===== src/rtl/tabla_pkg.sv =====
// Shared definitions for the tabla peer FSM and its driver.
// Contents: state width, state codes S0..S5, per-state {n,m} output codes,
// and the driver control-state type.
package tabla_pkg;

    localparam int unsigned STATE_W = 3;
    localparam int unsigned CNT_W   = 8;
    localparam int unsigned STEP_W  = 3;

    typedef logic [STATE_W-1:0] state_t;

    localparam state_t S0 = 3'd0;
    localparam state_t S1 = 3'd1;
    localparam state_t S2 = 3'd2;
    localparam state_t S3 = 3'd3;
    localparam state_t S4 = 3'd4;
    localparam state_t S5 = 3'd5;

    // Moore output codes {n,m} per state
    localparam logic [1:0] NM_S0 = 2'b10;
    localparam logic [1:0] NM_S1 = 2'b00;
    localparam logic [1:0] NM_S2 = 2'b11;
    localparam logic [1:0] NM_S3 = 2'b10;
    localparam logic [1:0] NM_S4 = 2'b01;
    localparam logic [1:0] NM_S5 = 2'b00;

    typedef enum logic {
        CTRL_IDLE = 1'b0,
        CTRL_BUSY = 1'b1
    } ctrl_t;

endpackage


===== src/rtl/tabla_model.sv =====
// Combinational next-state and Moore output function of the tabla peer.
// Ports: state (current), a/b (peer inputs) -> next_state, nm ({n,m}).
module tabla_model
    import tabla_pkg::*;
(
    input  state_t     state,
    input  logic       a,
    input  logic       b,
    output state_t     next_state,
    output logic [1:0] nm
);

    always_comb begin
        next_state = S0;
        nm         = 2'b00;
        case (state)
            S0: begin
                nm         = NM_S0;
                next_state = a ? S1 : S0;
            end
            S1: begin
                nm         = NM_S1;
                next_state = S2;
            end
            S2: begin
                nm = NM_S2;
                if (~a & b) begin
                    next_state = S3;
                end else if (a & ~b) begin
                    next_state = S4;
                end else begin
                    next_state = S2;
                end
            end
            S3: begin
                nm         = NM_S3;
                next_state = (a & b) ? S0 : S3;
            end
            S4: begin
                nm         = NM_S4;
                next_state = b ? S3 : S5;
            end
            S5: begin
                nm         = NM_S5;
                next_state = S0;
            end
            default: begin
                nm         = 2'b00;
                next_state = S0;
            end
        endcase
    end

endmodule


===== src/rtl/tabla_driver.sv =====
// Active driver for the tabla peer FSM: accepts a target-state request,
// steers a/b along the shortest path, shadows the peer state and checks
// the peer's {n,m} against the shadow every cycle.
// Ports: clk, rst_b (async active-low); req_valid/req_target/req_ready
// request handshake; a/b drive to peer; n/m peer outputs; done/steps
// completion; bad_req rejected target; err/err_cnt output mismatch.
module tabla_driver
    import tabla_pkg::*;
(
    input  logic              clk,
    input  logic              rst_b,
    input  logic              req_valid,
    input  logic [2:0]        req_target,
    output logic              req_ready,
    output logic              a,
    output logic              b,
    input  logic              n,
    input  logic              m,
    output logic              done,
    output logic              bad_req,
    output logic [STEP_W-1:0] steps,
    output logic              err,
    output logic [CNT_W-1:0]  err_cnt
);

    ctrl_t             ctrl_q;
    ctrl_t             ctrl_d;
    state_t            shadow;
    state_t            shadow_nx;
    state_t            target;
    logic [STEP_W-1:0] step_cnt;
    logic [1:0]        shadow_nm;
    logic [1:0]        ab_c;
    logic              busy;
    logic              accept;
    logic              target_ok;
    logic              hit;
    logic              mismatch;

    assign busy      = (ctrl_q == CTRL_BUSY);
    assign accept    = req_valid & req_ready;
    assign target_ok = (state_t'(req_target) <= S5);
    assign hit       = busy & (shadow == target);
    assign mismatch  = ({n, m} != shadow_nm);

    // Same transition function as the peer, evaluated on what we drive
    tabla_model u_model (
        .state      (shadow),
        .a          (ab_c[1]),
        .b          (ab_c[0]),
        .next_state (shadow_nx),
        .nm         (shadow_nm)
    );

    // Control state register
    always_ff @(posedge clk or negedge rst_b) begin
        if (!rst_b) begin
            ctrl_q <= CTRL_IDLE;
        end else begin
            ctrl_q <= ctrl_d;
        end
    end

    // Control next-state
    always_comb begin
        ctrl_d = ctrl_q;
        case (ctrl_q)
            CTRL_IDLE: if (accept && target_ok) ctrl_d = CTRL_BUSY;
            CTRL_BUSY: if (hit)                 ctrl_d = CTRL_IDLE;
            default:                            ctrl_d = CTRL_IDLE;
        endcase
    end

    // Control outputs: shortest-path routing while busy, 00 when idle
    always_comb begin
        ab_c      = 2'b00;
        req_ready = (ctrl_q == CTRL_IDLE);
        if (ctrl_q == CTRL_BUSY) begin
            case (shadow)
                S0:      ab_c = (target == S0) ? 2'b00 : 2'b10;
                S1:      ab_c = 2'b00;
                S2: begin
                    if (target == S2) begin
                        ab_c = 2'b00;
                    end else if (target == S4 || target == S5) begin
                        ab_c = 2'b10;
                    end else begin
                        ab_c = 2'b01;
                    end
                end
                S3:      ab_c = (target == S3) ? 2'b00 : 2'b11;
                S4:      ab_c = (target == S3) ? 2'b01 : 2'b00;
                default: ab_c = 2'b00;
            endcase
        end
    end

    assign a = ab_c[1];
    assign b = ab_c[0];

    // Shadow, request latch, step counter and completion reporting
    always_ff @(posedge clk or negedge rst_b) begin
        if (!rst_b) begin
            shadow   <= S0;
            target   <= S0;
            step_cnt <= '0;
            steps    <= '0;
            done     <= 1'b0;
            bad_req  <= 1'b0;
        end else begin
            // Shadow follows every edge, including idle and completion edges
            shadow  <= shadow_nx;
            done    <= hit;
            bad_req <= accept & ~target_ok;
            if (accept && target_ok) begin
                target   <= state_t'(req_target);
                step_cnt <= '0;
            end else if (busy && !hit) begin
                step_cnt <= step_cnt + STEP_W'(1);
            end
            if (hit) begin
                steps <= step_cnt;
            end
        end
    end

    // Output checker with saturating mismatch counter
    always_ff @(posedge clk or negedge rst_b) begin
        if (!rst_b) begin
            err     <= 1'b0;
            err_cnt <= '0;
        end else begin
            err <= mismatch;
            if (mismatch && (err_cnt != {CNT_W{1'b1}})) begin
                err_cnt <= err_cnt + CNT_W'(1);
            end
        end
    end

endmodule


===== config.mk =====
export PLATFORM = sky130hd
export DESIGN_NAME = tabla_driver
export DESIGN_NICKNAME = d
export VERILOG_FILES = /design/src/rtl/tabla_pkg.sv /design/src/rtl/tabla_model.sv /design/src/rtl/tabla_driver.sv
export SDC_FILE = /design/constraint.sdc
export NUM_CORES = 1
export LEC_CHECK = 0
export CORE_MARGIN = 4
export CORE_UTILIZATION = 35
export CTS_CLUSTER_DIAMETER = 200
export DETAILED_ROUTE_END_ITERATION = 8
export PLACE_DENSITY = 0.59
export SETUP_SLACK_MARGIN = 0.4
export SYNTH_ARGS = -nofsm -noshare
export SYNTH_HDL_FRONTEND = slang
export SYNTH_SLANG_ARGS = --single-unit

===== constraint.sdc =====
create_clock -name clk -period 2.2 [get_ports clk]
set_clock_uncertainty 0.2 [all_clocks]
set_input_delay 0.66 -clock clk [delete_from_list [all_inputs] [get_ports clk]]
set_output_delay 0.66 -clock clk [all_outputs]
set_load 0.05 [all_outputs]

==> metrics.txt <==
area overhead of the layout relative to synthesis 55.4%; warning count from the yosys run 0; required time reported for the critical path endpoint 1.34 ns; Max-Cap Viols 0; post-synthesis sequential area ratio 46.0%; maximum fanout along the worst path 3; outcome complete, but fails checks; relative max-transition margin between 70% and 80%; DRC errors left 0; Routed Antenna Nets 0; first-pass detailed-route iteration total 4; leading cell types in the layout, fill and taps excluded sky130_fd_sc_hd__buf_4, sky130_fd_sc_hd__dfrtp_1, sky130_fd_sc_hd__nand2_1, sky130_fd_sc_hd__nor2_1; Worst VDD drop 0.00101 V; die outline width 69.1 um; Max clock buf depth 2; asr flop ratio synth 100%; FF+latch count, synth 24; initial drt markers 74; per-cell routed wire length 14.0 um; Peak Freq 407 MHz; Layout Cells excl Fill 230; sequential cell fraction of total power around a quarter; crit start category flip-flop; xor and xnor area share after synthesis 6.04%; highest cell delay on the worst timing path 0.41 ns; Switching Fraction 45.8%; Worst path slowest cell sky130_fd_sc_hd__dfrtp_1; post-synthesis instance area 1310 sq um; internal cell power 2.02 mW; mean post-synth cell area just under 10 sq um; Clk network pwr share 10.4%; most frequent standard cell in the layout excluding fill and tap cells sky130_fd_sc_hd__buf_4; all-layer global routing usage a little over an eighth; complex-gate fraction of the synthesized area 14.4%; Max H-tree Level 1; RSZ-0062 raised after global routing true; Worst-Skew Late Latency around 0.27 ns; global-route congestion overflow total 0; overall die height a little under 70 um; count of endpoints failing hold in the final timing report 0; placeable core area approximately 3500 sq um; Post-synth EDFFs 0; Reg-to-Reg Start shadow[0]; Die Outline Area 4770 sq um; clock sink total 24; type of destination of the critical path output port; setup-violating endpoint count in the final report 2; number of placement rows 21; routability cong. 0.849; buffers plus inverters on the worst setup path 1; via count 1,174; Initial Util 37.6%; initial antenna violation count 0; number of pins exceeding their max-slew limit in the final report 0; number of ports placed on the die boundary 25; Synth Net Count roughly 140; placed wire-length estimate after detailed placement 2.28 mm; worst hold path startpoint steps[2]; clock-pin slew on the worst setup and hold paths around 0.080 ns; actual slew at the worst max-slew pin 0.431 ns; startpoint-to-endpoint class of the critical path flip-flop to output port; fraction of the cycle the final worst path needs 112%; Critical path origin target[0]; Post-layout nets ~200; utilization after layout 58.5%; proportion of layout cells with a drive suffix above 1 between 40% and 50%; number of buffers inserted by port buffering 24; Primary FF master, synth sky130_fd_sc_hd__dfrtp_1; net switching power figure 1.71 mW; power after layout 3.73 mW; largest family of logic cells by synthesized area simple AND/OR/NAND/NOR gates; Clock Tree Root sky130_fd_sc_hd__clkbuf_8; vias per inst 5.10; Data arrival, critical path 1.59 ns; post-synthesis instance total 134; overall routed net length 3.21 mm; least setup slack across all paths after layout -0.255 ns; combinational share of power 65.8%; number of antenna repair diodes 0; first-pass GRT wire length 5.34 mm; number of CTS-inserted buffers 3; synthesized-area fraction occupied by and/or/nand/nor cells around a fifth; Leak Pwr between 0.8 and 0.9 nW; number of global-route vias before repair 1,116; worst-path cell chain or3_4 -> and3_4 -> a31oi_4 -> nor2_4 -> buf_12; Placed Instances 218; multiplexer share of the synthesized area 5.94%; fraction of the mapped netlist area in adder cells 1.92%; worst hold-check path type flip-flop to flip-flop; Netlist cell types 38; maximum number of pins on one net before global-route repair 25; CTS tree built; Pwr Density roughly 1800 nW/um^2; final critical delay including setup and external delays roughly 2.5 ns; crit-path leading delay family simple AND/OR/NAND/NOR gates; violations in the final reports setup timing
[power groups by stage]
stage                     Clock [mW]  Combinational, mW  Sequential, mW
after floorplan                    0               1.08            1.20
after global placement             0               2.14           0.870
after global routing           0.415               2.63           0.925
after CTS                      0.403               2.31           0.880
after detailed placement           0               2.17           0.880
final                          0.388               2.46           0.888
[worst reg2reg max path, stage by stage, from the launching register on]
cell and delay [ns]:
sky130_fd_sc_hd__dfrtp_2 0.46, sky130_fd_sc_hd__buf_4 0.15, sky130_fd_sc_hd__buf_6 0.12, sky130_fd_sc_hd__xor2_2 0.17, sky130_fd_sc_hd__o2111ai_2 0.22, sky130_fd_sc_hd__o311ai_4 0.18
sky130_fd_sc_hd__or3_1 0.39, sky130_fd_sc_hd__xnor2_1 0.13
[Yosys cell counts (2+ instances only)]
cell	count	area, sq um
sky130_fd_sc_hd__a21oi_1	8	40.0
sky130_fd_sc_hd__a31oi_1	2	12.5
sky130_fd_sc_hd__clkbuf_1	3	11.3
sky130_fd_sc_hd__dfrtp_1	24	601
sky130_fd_sc_hd__ha_1	2	25.0
sky130_fd_sc_hd__inv_1	6	22.5
sky130_fd_sc_hd__inv_2	2	7.51
sky130_fd_sc_hd__mux2_1	3	33.8
sky130_fd_sc_hd__mux2_2	3	33.8
sky130_fd_sc_hd__nand2_1	13	48.8
sky130_fd_sc_hd__nand2b_1	3	18.8
sky130_fd_sc_hd__nand3_1	6	30.0
sky130_fd_sc_hd__nand4_1	3	18.8
sky130_fd_sc_hd__nor2_1	14	52.6
sky130_fd_sc_hd__nor2b_1	4	25.0
sky130_fd_sc_hd__nor4_1	3	18.8
sky130_fd_sc_hd__o211ai_1	2	15.0
sky130_fd_sc_hd__o21ai_0	5	25.0
sky130_fd_sc_hd__or3_1	2	12.5
sky130_fd_sc_hd__xnor2_1	2	17.5
sky130_fd_sc_hd__xor2_1	7	61.3
[registers in the layout, summed over array words and instances (netlist names)]
signal,count
steps,3
bad_req,1
err_cnt,8
target,3
err,1
busy,1
shadow,3
done,1
step_cnt,3
[kinds of logic (layout without fill, tap and decap cells)]
group,Yosys count,count (layout)
flip-flops,24,24
buffers and inverters,14,64
multiplexers,7,7
adder cells (fa/ha/maj),2,2
AND/OR/NAND/NOR,53,53
AO/OA/AOI/OAI,25,25
XOR/XNOR,9,9
[metrics by stage]
step / cell area (sq um) / setup slack (ns) / setup TNS (ns) / hold slack, ns
final: 2030 / -0.255 / -0.492 / 0.303
after global routing: 2030 / -0.321 / -0.648 / 0.328
after CTS: 1940 / -0.259 / -0.504 / 0.311
after detailed placement: 1790 / -0.430 / -3.03 / 0.287
after global placement: 1790 / -0.346 / -2.22 / 0.281
after floorplan: 1390 / 0.0167 / 0 / 0.164
[timing repair]
item / CTS / global route
hold buffers: 0 / 0
pin swaps: 6 / 6
gates cloned: 0 / 0
endpoints found under the setup margin: 17 / 26
resized for setup: 18 / 11
endpoints found under the hold margin: 0 / 0
setup buffers: 2 / 6
[final cells by class]
cell class | instances | area, sq um
sequential | 24 | 609
tap | 46 | 57.6
timing repair buffer | 52 | 484
inverter | 8 | 30.0
clock inverter | 1 | 30.0
fill | 299 | 1440
multi-input combinational | 96 | 776
clock buffer | 3 | 41.3
[final timing paths]
path | end | slack [ns] | cells past startpoint
min in group asynchronous | shadow[1] | 0.55 | 2
max | a | -0.25 | 5
min | steps[2] | 0.30 | 1
min reg2reg | steps[2] | 0.30 | 1
max in group asynchronous | err_cnt[1] | 0.97 | 2
max reg2reg | err_cnt[3] | 0.06 | 7
[layer usage]
metal,wire length (um),up-vias,GRT usage [%]
met3,105,4,3.63
li1,-,569,-
met5,0,-,0
met4,28,0,1.30
met1,1420,578,16.9
met2,1660,23,23.2
(Power assumes the default switching activity.)
